$ cat src/rtl/snn_pkg.sv
// Shared defaults, derived widths and arithmetic helpers for the spiking WTA layer.
package snn_pkg;

    localparam int unsigned INPUTS_DEF  = 25;
    localparam int unsigned NEURONS_DEF = 2;
    localparam int unsigned WBITS_DEF   = 2;
    localparam int unsigned VBITS_DEF   = 8;
    localparam int unsigned THRESH_DEF  = 20;
    localparam int unsigned LEAK_DEF    = 1;
    localparam int unsigned REFRACT_DEF = 0;

    // Width of a counter able to hold 0..n; never narrower than one bit.
    function automatic int unsigned cnt_w(input int unsigned n);
        return (n > 0) ? $clog2(n + 1) : 1;
    endfunction

    localparam int unsigned SUM_W = WBITS_DEF + $clog2(INPUTS_DEF + 1);
    localparam int unsigned RC_W  = cnt_w(REFRACT_DEF);

    // a + b clamped to max.
    function automatic int unsigned sat_add(input int unsigned a, input int unsigned b,
                                            input int unsigned max);
        logic [32:0] s;
        s = {1'b0, a} + {1'b0, b};
        return (s > {1'b0, max}) ? max : s[31:0];
    endfunction

    // a - b floored at zero.
    function automatic int unsigned floor_sub(input int unsigned a, input int unsigned b);
        return (a > b) ? (a - b) : 0;
    endfunction

endpackage

$ cat src/rtl/snn_neuron_acc.sv
// One integrate-and-fire membrane: weighted input sum, saturating add, leak and clear.
module snn_neuron_acc
    import snn_pkg::*;
#(
    parameter int unsigned INPUTS = INPUTS_DEF,
    parameter int unsigned WBITS  = WBITS_DEF,
    parameter int unsigned VBITS  = VBITS_DEF,
    parameter int unsigned LEAK   = LEAK_DEF
) (
    input  logic                      clk,
    input  logic                      rst,
    input  logic [INPUTS*WBITS-1:0]   w_i,
    input  logic [INPUTS-1:0]         spikes_i,
    input  logic                      en_i,
    input  logic                      clr_i,
    output logic [VBITS-1:0]          v_next_o
);

    localparam int unsigned SumW = WBITS + $clog2(INPUTS + 1);
    localparam int unsigned VMax = (32'd1 << VBITS) - 32'd1;

    logic [SumW-1:0]  sum;
    logic [VBITS-1:0] v_q, v_d;
    int unsigned      t_sat, t_leak;

    // Sum of weights on active input lines.
    always_comb begin
        sum = '0;
        for (int i = 0; i < int'(INPUTS); i++) begin
            if (spikes_i[i]) begin
                sum = sum + SumW'(w_i[i*WBITS +: WBITS]);
            end
        end
    end

    // Candidate membrane: saturate at the top of the range, then leak towards zero.
    always_comb begin
        t_sat    = sat_add(32'(v_q), 32'(sum), VMax);
        t_leak   = floor_sub(t_sat, LEAK);
        v_next_o = t_leak[VBITS-1:0];
    end

    // Clear wins over integration; otherwise hold.
    always_comb begin
        v_d = v_q;
        if (clr_i) begin
            v_d = '0;
        end else if (en_i) begin
            v_d = v_next_o;
        end
    end

    // Membrane register.
    always_ff @(posedge clk) begin
        if (rst) begin
            v_q <= '0;
        end else begin
            v_q <= v_d;
        end
    end

endmodule

$ cat src/rtl/snn_wta_layer.sv
// Integrate-and-fire output layer with winner-take-all lateral inhibition.
module snn_wta_layer
    import snn_pkg::*;
#(
    parameter int unsigned INPUTS  = INPUTS_DEF,
    parameter int unsigned NEURONS = NEURONS_DEF,
    parameter int unsigned WBITS   = WBITS_DEF,
    parameter int unsigned VBITS   = VBITS_DEF,
    parameter int unsigned THRESH  = THRESH_DEF,
    parameter int unsigned LEAK    = LEAK_DEF,
    parameter int unsigned REFRACT = REFRACT_DEF
) (
    input  logic                       clk,
    input  logic                       rst,
    input  logic                       wr_en,
    input  logic [$clog2(NEURONS)-1:0] wr_neuron,
    input  logic [$clog2(INPUTS)-1:0]  wr_input,
    input  logic [WBITS-1:0]           wr_data,
    input  logic                       in_valid,
    input  logic [INPUTS-1:0]          spikes_in,
    input  logic                       inhibit,
    output logic [NEURONS-1:0]         spike_out,
    output logic                       spike_valid,
    output logic [$clog2(NEURONS)-1:0] winner,
    output logic                       refractory
);

    localparam int unsigned NW  = $clog2(NEURONS);
    localparam int unsigned RcW = cnt_w(REFRACT);

    logic [WBITS-1:0]        w_q [NEURONS][INPUTS];
    logic [INPUTS*WBITS-1:0] w_flat [NEURONS];
    logic [VBITS-1:0]        v_next [NEURONS];

    logic [VBITS-1:0]   best_v;
    logic [NW-1:0]      best_idx;
    logic               refr_active, integ, fire, clr;
    logic [RcW-1:0]     rc_q, rc_d;
    logic [NEURONS-1:0] spike_out_q, spike_out_d;
    logic               spike_valid_q;
    logic [NW-1:0]      winner_q, winner_d;

    // Weight store; indices beyond the array are ignored.
    always_ff @(posedge clk) begin
        if (rst) begin
            for (int n = 0; n < int'(NEURONS); n++) begin
                for (int i = 0; i < int'(INPUTS); i++) begin
                    w_q[n][i] <= '0;
                end
            end
        end else if (wr_en && (32'(wr_neuron) < NEURONS) && (32'(wr_input) < INPUTS)) begin
            w_q[wr_neuron][wr_input] <= wr_data;
        end
    end

    // Flatten each neuron's weight row for its accumulator.
    always_comb begin
        for (int n = 0; n < int'(NEURONS); n++) begin
            w_flat[n] = '0;
            for (int i = 0; i < int'(INPUTS); i++) begin
                w_flat[n][i*WBITS +: WBITS] = w_q[n][i];
            end
        end
    end

    for (genvar n = 0; n < int'(NEURONS); n++) begin : g_neuron
        snn_neuron_acc #(
            .INPUTS (INPUTS),
            .WBITS  (WBITS),
            .VBITS  (VBITS),
            .LEAK   (LEAK)
        ) u_acc (
            .clk      (clk),
            .rst      (rst),
            .w_i      (w_flat[n]),
            .spikes_i (spikes_in),
            .en_i     (integ),
            .clr_i    (clr),
            .v_next_o (v_next[n])
        );
    end

    // Argmax over candidate membranes; strict compare keeps the lowest index on ties.
    always_comb begin
        best_v   = v_next[0];
        best_idx = '0;
        for (int n = 1; n < int'(NEURONS); n++) begin
            if (v_next[n] > best_v) begin
                best_v   = v_next[n];
                best_idx = NW'(n);
            end
        end
    end

    // Step control: inhibit beats refractory beats integration.
    always_comb begin
        refr_active = (rc_q != '0);
        integ       = in_valid && !inhibit && !refr_active;
        fire        = integ && (32'(best_v) >= THRESH);
        // A refractory step leaves membranes at zero, which they already are after a spike.
        clr         = inhibit || fire || (in_valid && refr_active);
    end

    // Next-state for refractory counter and output registers.
    always_comb begin
        rc_d = rc_q;
        if (fire) begin
            rc_d = RcW'(REFRACT);
        end else if (in_valid && !inhibit && refr_active) begin
            rc_d = rc_q - 1'b1;
        end
        spike_out_d           = '0;
        spike_out_d[best_idx] = fire;
        winner_d              = fire ? best_idx : winner_q;
    end

    // Output and counter registers.
    always_ff @(posedge clk) begin
        if (rst) begin
            rc_q          <= '0;
            spike_out_q   <= '0;
            spike_valid_q <= 1'b0;
            winner_q      <= '0;
        end else begin
            rc_q          <= rc_d;
            spike_out_q   <= spike_out_d;
            spike_valid_q <= in_valid;
            winner_q      <= winner_d;
        end
    end

    assign spike_out   = spike_out_q;
    assign spike_valid = spike_valid_q;
    assign winner      = winner_q;
    assign refractory  = (rc_q != '0);

endmodule

$ cat config.mk
export PLATFORM = sky130hd
export DESIGN_NAME = snn_wta_layer
export DESIGN_NICKNAME = d
export VERILOG_FILES = /design/src/rtl/snn_pkg.sv /design/src/rtl/snn_neuron_acc.sv /design/src/rtl/snn_wta_layer.sv
export SDC_FILE = /design/constraint.sdc
export NUM_CORES = 1
export LEC_CHECK = 0
export ABC_CLOCK_PERIOD_IN_PS = 57300
export BUFFER_PORTS_ARGS = -buffer_cell sky130_fd_sc_hd__buf_2
export CAP_MARGIN = 20
export CELL_PAD_IN_SITES_DETAIL_PLACEMENT = 1
export CELL_PAD_IN_SITES_GLOBAL_PLACEMENT = 2
export CORE_MARGIN = 5
export CORE_UTILIZATION = 43
export DETAILED_ROUTE_END_ITERATION = 7
export PLACE_DENSITY_LB_ADDON = 0.25
export SLEW_MARGIN = 20
export SYNTH_ARGS = -nofsm -noshare
export SYNTH_HDL_FRONTEND = slang
export SYNTH_SLANG_ARGS = --single-unit
export TNS_END_PERCENT = 10
$ cat constraint.sdc
create_clock -name clk -period 57.3 [get_ports clk]
set_input_delay 8.595 -clock clk [delete_from_list [all_inputs] [get_ports clk]]
set_output_delay 8.595 -clock clk [all_outputs]
set_load 0.005 [all_outputs]
==> impl_results.md, run 1 <==
* Outcome: finished, final reports clean
* Number of synthesized flops with an enable pin at 100
* Final ANT Viol Nets at 0
* Crit path launch type: input pin
* WL final at 43,200 um
* First-pass iteration count of the detailed router at 5
* Nets at 2,020
* Diode count at 0
* Adder-cell share of the synthesized area at 0.169
* Crit path max-delay family: adder cells
* Via count at 12,742
* Slew Limit Fails at 0
* Area post-placement at 15,700 um^2
* Reg2reg start: w_q[1][48]
* CTS tree: done
* Syn Area/Cell at 8.40 um^2
* Max FO, Critical Path at 16
* CP required at 57.64 ns
* CTS Buffer Depth at 2
* Site Rows at 68
* Largest net degree at the start of global routing at 28
* Hold path start: g_neuron[1].u_acc.v_q[2]
* Postcts setup bufs at 0
* Die Ht at 198 um
* FILL cells at 4,139
* Post-CTS resize count at 0
* Max incr delay on CP at 0.90 ns
* XOR/XNOR share of the synthesized area at 0.128
* Total clock sinks at 121
* Slowest CP cell: nor4bb_1
* Final min period at 35.31 ns
* Final Instance Count excl. Fillers at 2,280
* Hold Crit Class: reg2reg
* Hold Fails Final Rpt at 0
* # setup viols final at 0
* Mux contribution to synthesized area at 0.0512
* IO Pins at 43
* Vias per cell at 5.59
* Synthesized flop and latch total at 121
* Syn Nets at 2,009
* Die footprint at 39,000 um^2
* Port bufs at 42
* Kind of critical path: in2reg
* Bufs and invs on worst path at 15
* Setup crit start: spikes_in[0]
* Wire per inst at 18.9 um
* Slew of the pin with the lowest slew margin at 1.18 ns
* First-pass GRT wire length at 69,900 um
* Drt drc at 0
* Critical Path AT at 35.64 ns
* Gpl congestion at 0.831
* Setup_tns at 0 ns
* Post-synthesis compound-gate area fraction at 0.153
* Cts hold-fix bufs at 0
* Main combinational cell family by area after synthesis: simple AND/OR/NAND/NOR gates
* Cell mode on critical path: fa_1
* Crit share post-route at 0.616
* Final Instance Area at 16,300 um^2
* Slew margin rel. at 0.208
* Count of cell types in the netlist at 93
* Initial Util at 0.437
* CP Capture Type: flip-flop
* Number of global-route vias before repair at 13,296
* Overflow after GRT at 0
* Die width at 198 um
* All-layer global routing usage at 0.223
* Unrepaired setup endpoints after global routing: false
* Clock Pin Slew Worst Setup and Hold Paths at 0.06 ns
* Clk Latency, worst-skew pair at 0.43 ns
* Cell Count Post-Placement at 2,248
* Max frequency at 0.0283 GHz
* Maxcap violations at 0
* CTS Buf Count at 17
* Worst hold slack at 0.468 ns
* Layout cell share with drive strength beyond 1 at 0.0871
* Area Growth Syn to Fin at 7.76%
* Core ar. at 34,600 um^2
* Cells after Synth at 1,801
* Post-DP HPWL at 34,100 um
* Async SR Flop Fraction at 0
* Synth Area in Simple Gates at 0.213
* Layout Skew at 0.00775 ns
* Seq/Total Area, Yosys at 0.226
* Root Driver: clkbuf_16
* Primary FF master, synth: edfxtp_1
* Yosys warns at 0
* DR iter-0 viols at 668
* Synth Cell Area at 15,100 um^2
* Clock H-tree levels at 4
* Initial antenna violation count at 0
logic make-up (layout without fill, tap and decap cells):
| group | after synthesis | in the layout |
|---|---|---|
| DFF | 121 | 121 |
| xor gates and xnor gates | 158 | 158 |
| AOI/OAI and AO/OA | 373 | 373 |
| and+or+nand+nor | 664 | 664 |
| adders and majority gates | 176 | 176 |
| buffers and inverters | 237 | 261 |
| muxes | 72 | 72 |
sequential cells by signal, summed over array words and instances, names as in the netlist:
name	cells
winner	1
spike_out	2
w_q	100
g_neuron.u_acc.v_q	16
spike_valid	1
refractory	1
synth_stat cells (7+ instances only):
master / number / area share
xnor2_1: 87 / 0.050
o21ai_0: 77 / 0.025
o21a_1: 13 / 0.0065
nand2_1: 238 / 0.059
dfxtp_1: 21 / 0.028
inv_1: 180 / 0.045
clkbuf_1: 47 / 0.012
mux2i_1: 42 / 0.028
nand3b_1: 8 / 0.0040
a21oi_1: 134 / 0.044
nor2b_1: 62 / 0.026
nand2b_1: 44 / 0.018
nand3_1: 28 / 0.0093
and3_1: 8 / 0.0033
o21bai_1: 8 / 0.0040
and3b_1: 7 / 0.0041
a22oi_1: 7 / 0.0035
edfxtp_1: 100 / 0.20
a21o_1: 37 / 0.018
fa_1: 50 / 0.066
ha_1: 120 / 0.099
o22ai_1: 17 / 0.0070
xnor3_1: 19 / 0.028
mux2_2: 25 / 0.019
or3_1: 7 / 0.0029
or2_2: 13 / 0.0054
and2_1: 33 / 0.014
nor3b_1: 11 / 0.0055
xor2_1: 29 / 0.017
nor3_1: 28 / 0.0093
nor2_1: 144 / 0.036
a31oi_1: 14 / 0.0058
placed cells by master, fill, tap and decap left out, types with 9 or more instances in the layout:
cell       instances
edfxtp_1         100
a21oi_1          133
inv_1            180
nor3_1            28
xnor3_1           19
xnor2_1           87
nor3b_1            9
mux2_2            25
nand2_1          238
a31oi_1           13
o22ai_1           17
or2_2             13
a21o_1            37
buf_2             42
o21a_1            13
nor2b_1           62
mux2i_1           42
clkbuf_16         18
nand2b_1          44
ha_1             120
fa_1              50
nand3_1           28
xor2_1            29
nor2_1           144
o21ai_0           77
dfxtp_1           21
and2_1            31
routing by layer:
metal | share of wire | vias to the layer above | wire (um) | GRT usage
met5 | 0 | - | 0 | 0
met4 | 0.021 | 0 | 892 | 0.0551
met3 | 0.036 | 48 | 1560 | 0.0230
met2 | 0.48 | 213 | 20500 | 0.380
met1 | 0.47 | 6266 | 20200 | 0.305
li1 | - | 6215 | - | -
worst min-delay path: stages, from the launching register on:
cell and delay (ns):
dfxtp_1 0.31, nand2_1 0.05, a21oi_1 0.05
per-stage QoR:
step                      utilization  setup WS [ns]
after floorplan                     -          25.17
after global placement          0.454          22.29
after detailed placement        0.454          21.43
after CTS                       0.470          21.78
after global routing            0.471          19.42
final                           0.471          21.99
cell type report:
cell class | instances | area [um^2] | area share
Timing Repair Buffer | 44 | 225 | 0.0138
Inverter | 185 | 694 | 0.0426
Multi-Input combinational cell | 1443 | 10800 | 0.664
Tap cell | 455 | 569 | 0.0349
Clock inverter | 12 | 86.3 | 0.00530
Clock buffer | 20 | 478 | 0.0293
Sequential cell | 121 | 3420 | 0.210
worst paths after layout:
kind	end	slack [ns]	cells after the start
min reg2reg	g_neuron[1].u_acc.v_q[2]	0.47	2
max	g_neuron[0].u_acc.v_q[7]	21.99	107
max reg2reg	g_neuron[0].u_acc.v_q[7]	29.86	106
min	g_neuron[1].u_acc.v_q[2]	0.47	2
Power of run 1 is left out: the tool's default activity adds up to more than one toggle a clock period on the data nets, which glitch-free logic cannot reach.
==> run 2, diff against run 1 <==
ABC_CLOCK_PERIOD_IN_PS = 30800   (was 57300)
CORE_UTILIZATION = 36   (was 43)
clock period = 30.8 ns   (was 57.3 ns; I/O delays follow)
==> impl_results.md, run 2 (synthesis results as in run 1) <==
* Clock Pin Slew Worst Setup and Hold Paths at 0.06 ns (about the same)
* Hold depth at 2 (unchanged)
* Clk Latency, worst-skew pair at 0.43 ns (about the same)
* Largest net degree at the start of global routing at 29 (+3.6%)
* Max reg flops at 100 (unchanged)
* Kind of critical path: in2reg
* Clock H-tree levels at 4 (unchanged)
* Overflow after GRT at 0 (unchanged)
* Total clock sinks at 121 (unchanged)
* Max FO, Critical Path at 8 (-8)
* Area post-placement at 15,900 um^2 (+0.97%)
* Port bufs at 42 (unchanged)
* First-pass iteration count of the detailed router at 5 (unchanged)
* CP Capture Type: flip-flop
* Die width at 215 um (+8.8%)
* Setup_tns at 0 ns (unchanged)
* Maxcap violations at 0 (unchanged)
* Drt drc at 0 (unchanged)
* Crit share post-route at 0.947
* First-pass GRT wire length at 70,800 um (+1.2%)
* Wire per inst at 18.4 um (-2.7%)
* Layout Skew at 0.00997 ns (+0.00222 ns)
* Max frequency at 0.0343 GHz
* Area Growth Syn to Fin at 10.0%
* Root Driver: clkbuf_16
* Bufs and invs on worst path at 17 (+2)
* Number of global-route vias before repair at 13,145 (-1.1%)
* Commonest non-fill, non-tap cell in the layout: nand2_1
* Most frequent cells in the layout: nand2_1 (237), inv_1 (180), nor2_1 (144), a21oi_1 (131), ha_1 (120)
* Crit path launch type: input pin
* Nets at 2,029 (+0.45%)
* Diode count at 0 (unchanged)
* Die footprint at 46,200 um^2 (+18%)
* CTS tree: done
* Final ANT Viol Nets at 0 (unchanged)
* DR iter-0 viols at 539 (-19%)
* Initial Util at 0.362 (-0.0746)
* Via count at 12,586 (-1.2%)
* Core ar. at 41,800 um^2 (+21%)
* Final min period at 29.18 ns
* Hold Fails Final Rpt at 0 (unchanged)
* CTS Buf Count at 17 (unchanged)
* Cell mode on critical path: fa_1
* Crit path max-delay family: adder cells
* WP depth at 108 (+0.93%)
* Critical Path AT at 29.48 ns (-6.16 ns)
* Slowest CP cell: fa_1
* Post-layout util at 0.398 (-0.0722)
* Top reg by flops: w_q
* CTS Buffer Depth at 2 (unchanged)
* Layout cell share with drive strength beyond 1 at 0.101 (+0.0137)
* Die Ht at 215 um (+8.8%)
* Slew margin rel. at 0.301 (+0.0928)
* Max incr delay on CP at 0.55 ns (-0.35 ns)
* Initial antenna violation count at 0 (unchanged)
* Hold path start: g_neuron[0].u_acc.v_q[2]
* Slew Limit Fails at 0 (unchanged)
* Post-DP HPWL at 35,300 um (+3.6%)
* Vias per cell at 5.30 (-5.1%)
* IO Pins at 43 (unchanged)
* All-layer global routing usage at 0.188 (-0.0347)
* # setup viols final at 0 (unchanged)
* Worst reg2reg path depth at 107 (+0.94%)
* Reg2reg start: w_q[0][48]
* WL final at 43,700 um (+1.3%)
* Outcome: finished, final reports clean
* CP required at 31.11 ns (-26.53 ns)
* Slew of the pin with the lowest slew margin at 1.05 ns (-0.137 ns)
* Setup crit start: spikes_in[0]
* Site Rows at 75 (+10%)
* Gpl congestion at 0.812 (-2.3%)
* Hold Crit Class: reg2reg
* Final Instance Area at 16,600 um^2 (+2.1%)
==> run 2: stage by stage <==
stage                     instances  setup slack, ns  hold WS, ns
after floorplan                1801             2.65        0.441
after global placement         2337            0.219        0.463
after detailed placement       2337           -0.838        0.470
after CTS                      2369            0.296        0.477
after global routing           2373          -0.0370        0.502
final                          2373             1.62        0.470
==> run 2: final timing paths <==
check | endpoint | slack (ns)
max | spike_out[1] | 1.62
min reg2reg | g_neuron[0].u_acc.v_q[2] | 0.47
max reg2reg | spike_out[1] | 5.54
min | g_neuron[0].u_acc.v_q[2] | 0.47
==> run 2: worst reg2reg max path: cells and delay by family (launching register included) <==
kind            cells  cell delay, ns
fa+ha+maj          28           12.57
simple gates       31            4.45
compound gates     26            4.44
xor+xnor            1            0.43
mux                 5            1.17
buf+inv            16            1.68
flops               1            0.38
==> run 2: layer usage <==
layer	wire length [um]	vias to the layer above	track usage
met5	0	-	0
met4	314	0	0.0260
met3	1190	26	0.0207
met2	21100	152	0.328
met1	21100	6182	0.259
li1	-	6226	-
==> run 2: layout make-up <==
type / count / area [um^2]
Tap cell: 539 / 674
Timing Repair Buffer: 53 / 293
Fill cell: 4951 / 25100
Inverter: 185 / 694
Clock inverter: 14 / 180
Clock buffer: 18 / 429
Multi-Input combinational cell: 1443 / 10900
Sequential cell: 121 / 3420
==> run 2: repair_timing <==
item                                    in CTS  in global routing
setup buffers                                0                  4
endpoints found under the setup margin      16                 19
resized for setup                            3                 35
hold buffers                                 0                  0
pin swaps                                    0                  4
Power of run 2 is left out for the same reason.
==> run 3, diff against run 2 <==
CORE_ASPECT_RATIO = 1.2   (was default)
MAX_ROUTING_LAYER = met4   (was default)
==> impl_results.md, run 3 (synthesis results as in run 1) <==
* DR iter-0 viols at 503 (-6.7%)
* WL final at 43,300 um (-1.0%)
* Final ANT Viol Nets at 0 (unchanged)
* Vias per cell at 5.26 (-0.74%)
* Area Growth Syn to Fin at 9.71%
* Slew of the pin with the lowest slew margin at 1.19 ns (+0.140 ns)
* Clock H-tree levels at 4 (unchanged)
* Wire per inst at 18.2 um (-1.3%)
* CP required at 31.11 ns (about the same)
* First-pass GRT wire length at 70,900 um (+0.23%)
* Post-layout util at 0.398 (about the same)
* Cts hold-fix bufs at 0 (unchanged)
* Site Rows at 82 (+9.3%)
* CTS tree: done
* Slew margin rel. at 0.207 (-0.0932)
* Die footprint at 46,200 um^2 (about the same)
* CTS Buf Count at 17 (unchanged)
* Crit share post-route at 0.936 (-0.0113)
* Die Ht at 235 um (+9.1%)
* Worst reg2reg path depth at 107 (unchanged)
* Critical Path AT at 29.14 ns (-0.34 ns)
* Via count at 12,530 (-0.44%)
* IO Pins at 43 (unchanged)
* Largest net degree at the start of global routing at 29 (unchanged)
* Port bufs at 42 (unchanged)
* Slowest CP cell: fa_1
* CP Capture Type: flip-flop
* First-pass iteration count of the detailed router at 5 (unchanged)
* Initial antenna violation count at 0 (unchanged)
* Slew Limit Fails at 0 (unchanged)
* Reg2reg start: w_q[0][48]
* Layout cell share with drive strength beyond 1 at 0.102 (+0.00109)
* Hold Fails Final Rpt at 0 (unchanged)
* Maxcap violations at 0 (unchanged)
* Max frequency at 0.0347 GHz (+1.2%)
* Crit path launch type: input pin
* Gpl congestion at 0.828 (+1.9%)
* Top reg by flops: w_q
* Drt drc at 0 (unchanged)
* Die width at 197 um (-8.3%)
* Post-DP HPWL at 35,800 um (+1.3%)
* Outcome: finished, final reports clean
* Nets at 2,029 (unchanged)
* Cell mode on critical path: fa_1
* Max incr delay on CP at 0.56 ns (about the same)
* Total clock sinks at 121 (unchanged)
* Overflow after GRT at 0 (unchanged)
* # setup viols final at 0 (unchanged)
* Diode count at 0 (unchanged)
* CTS Buffer Depth at 2 (unchanged)
* Hold depth at 2 (unchanged)
* Hold Crit Class: reg2reg
* Setup crit start: spikes_in[0]
* Commonest non-fill, non-tap cell in the layout: nand2_1
* Max reg flops at 100 (unchanged)
* Initial Util at 0.363 (+0.000903)
* Clock Pin Slew Worst Setup and Hold Paths at 0.06 ns (about the same)
* Final min period at 28.83 ns (-0.347 ns)
* Root Driver: clkbuf_16
* Core ar. at 41,700 um^2 (-0.25%)
* Layout Skew at 0.0117 ns (+0.00171 ns)
* All-layer global routing usage at 0.197 (+0.00841)
* Postcts setup bufs at 0 (unchanged)
* Max FO, Critical Path at 12 (+4)
* Most frequent cells in the layout: nand2_1 (237), inv_1 (180), nor2_1 (144), a21oi_1 (130), ha_1 (119)
* Clk Latency, worst-skew pair at 0.43 ns (about the same)
* Kind of critical path: in2reg
* Number of global-route vias before repair at 13,409 (+2.0%)
* Hold path start: g_neuron[0].u_acc.v_q[2]
-- run 3: cell count changes in the layout (fill, tap and decap cells not counted), sizes merged --
| cell | previous run | this run |
|---|---|---|
| bufinv | 4 | 1 |
| clkbuf | 18 | 17 |
| clkinv | 10 | 8 |
| inv | 181 | 187 |
-- run 3: path summary, 6_finish.rpt --
check	to	slack [ns]
setup / recovery	g_neuron[0].u_acc.v_q[0]	1.97
hold / removal	g_neuron[0].u_acc.v_q[2]	0.47
setup reg to reg	g_neuron[0].u_acc.v_q[0]	5.88
hold reg to reg	g_neuron[0].u_acc.v_q[2]	0.47
-- run 3: routing by layer --
layer | part of all wire | vias up | GRT usage
li1 | - | 6224 | -
met1 | 0.43 | 6181 | 0.224
met2 | 0.54 | 88 | 0.375
met3 | 0.010 | 37 | 0.0152
met4 | 0.014 | 0 | 0.0442
met5 | 0 | - | -
-- run 3: stage by stage --
stage | setup WS [ns] | instance area, um^2 | hold slack, ns | instances | TNS (ns)
detailed placement | -0.0336 | 15900 | 0.459 | 2348 | -0.176
global placement | 0.495 | 15900 | 0.451 | 2348 | 0
finish | 1.97 | 16600 | 0.472 | 2380 | 0
CTS | 0.331 | 16500 | 0.482 | 2380 | 0
floorplan | 2.65 | 15100 | 0.441 | 1801 | 0
global route | -0.0412 | 16600 | 0.497 | 2380 | -0.302
-- run 3: cell type report --
class	count	area, um^2
inverters	185	694
fillers	5020	25100
flip-flops and latches	121	3420
clock buffers	17	425
multi-input cells	1443	10900
repair buffers	53	293
clock inverters	15	144
well taps	546	683
-- run 3: worst max-delay path, delay by kind of cell --
kind	cells	cell delay, ns
adder cells (fa/ha/maj)	28	12.63
buffers and inverters	17	1.69
multiplexers	5	1.14
AND/OR/NAND/NOR	28	3.55
AO/OA/AOI/OAI	29	5.02
XOR/XNOR	1	0.41
-- run 3: timing repair --
item                                    CTS  global route
endpoints found under the setup margin    0            19
hold endpoints to repair                  0             0
resized for setup                         0            39
Power of run 3 is left out for the same reason.
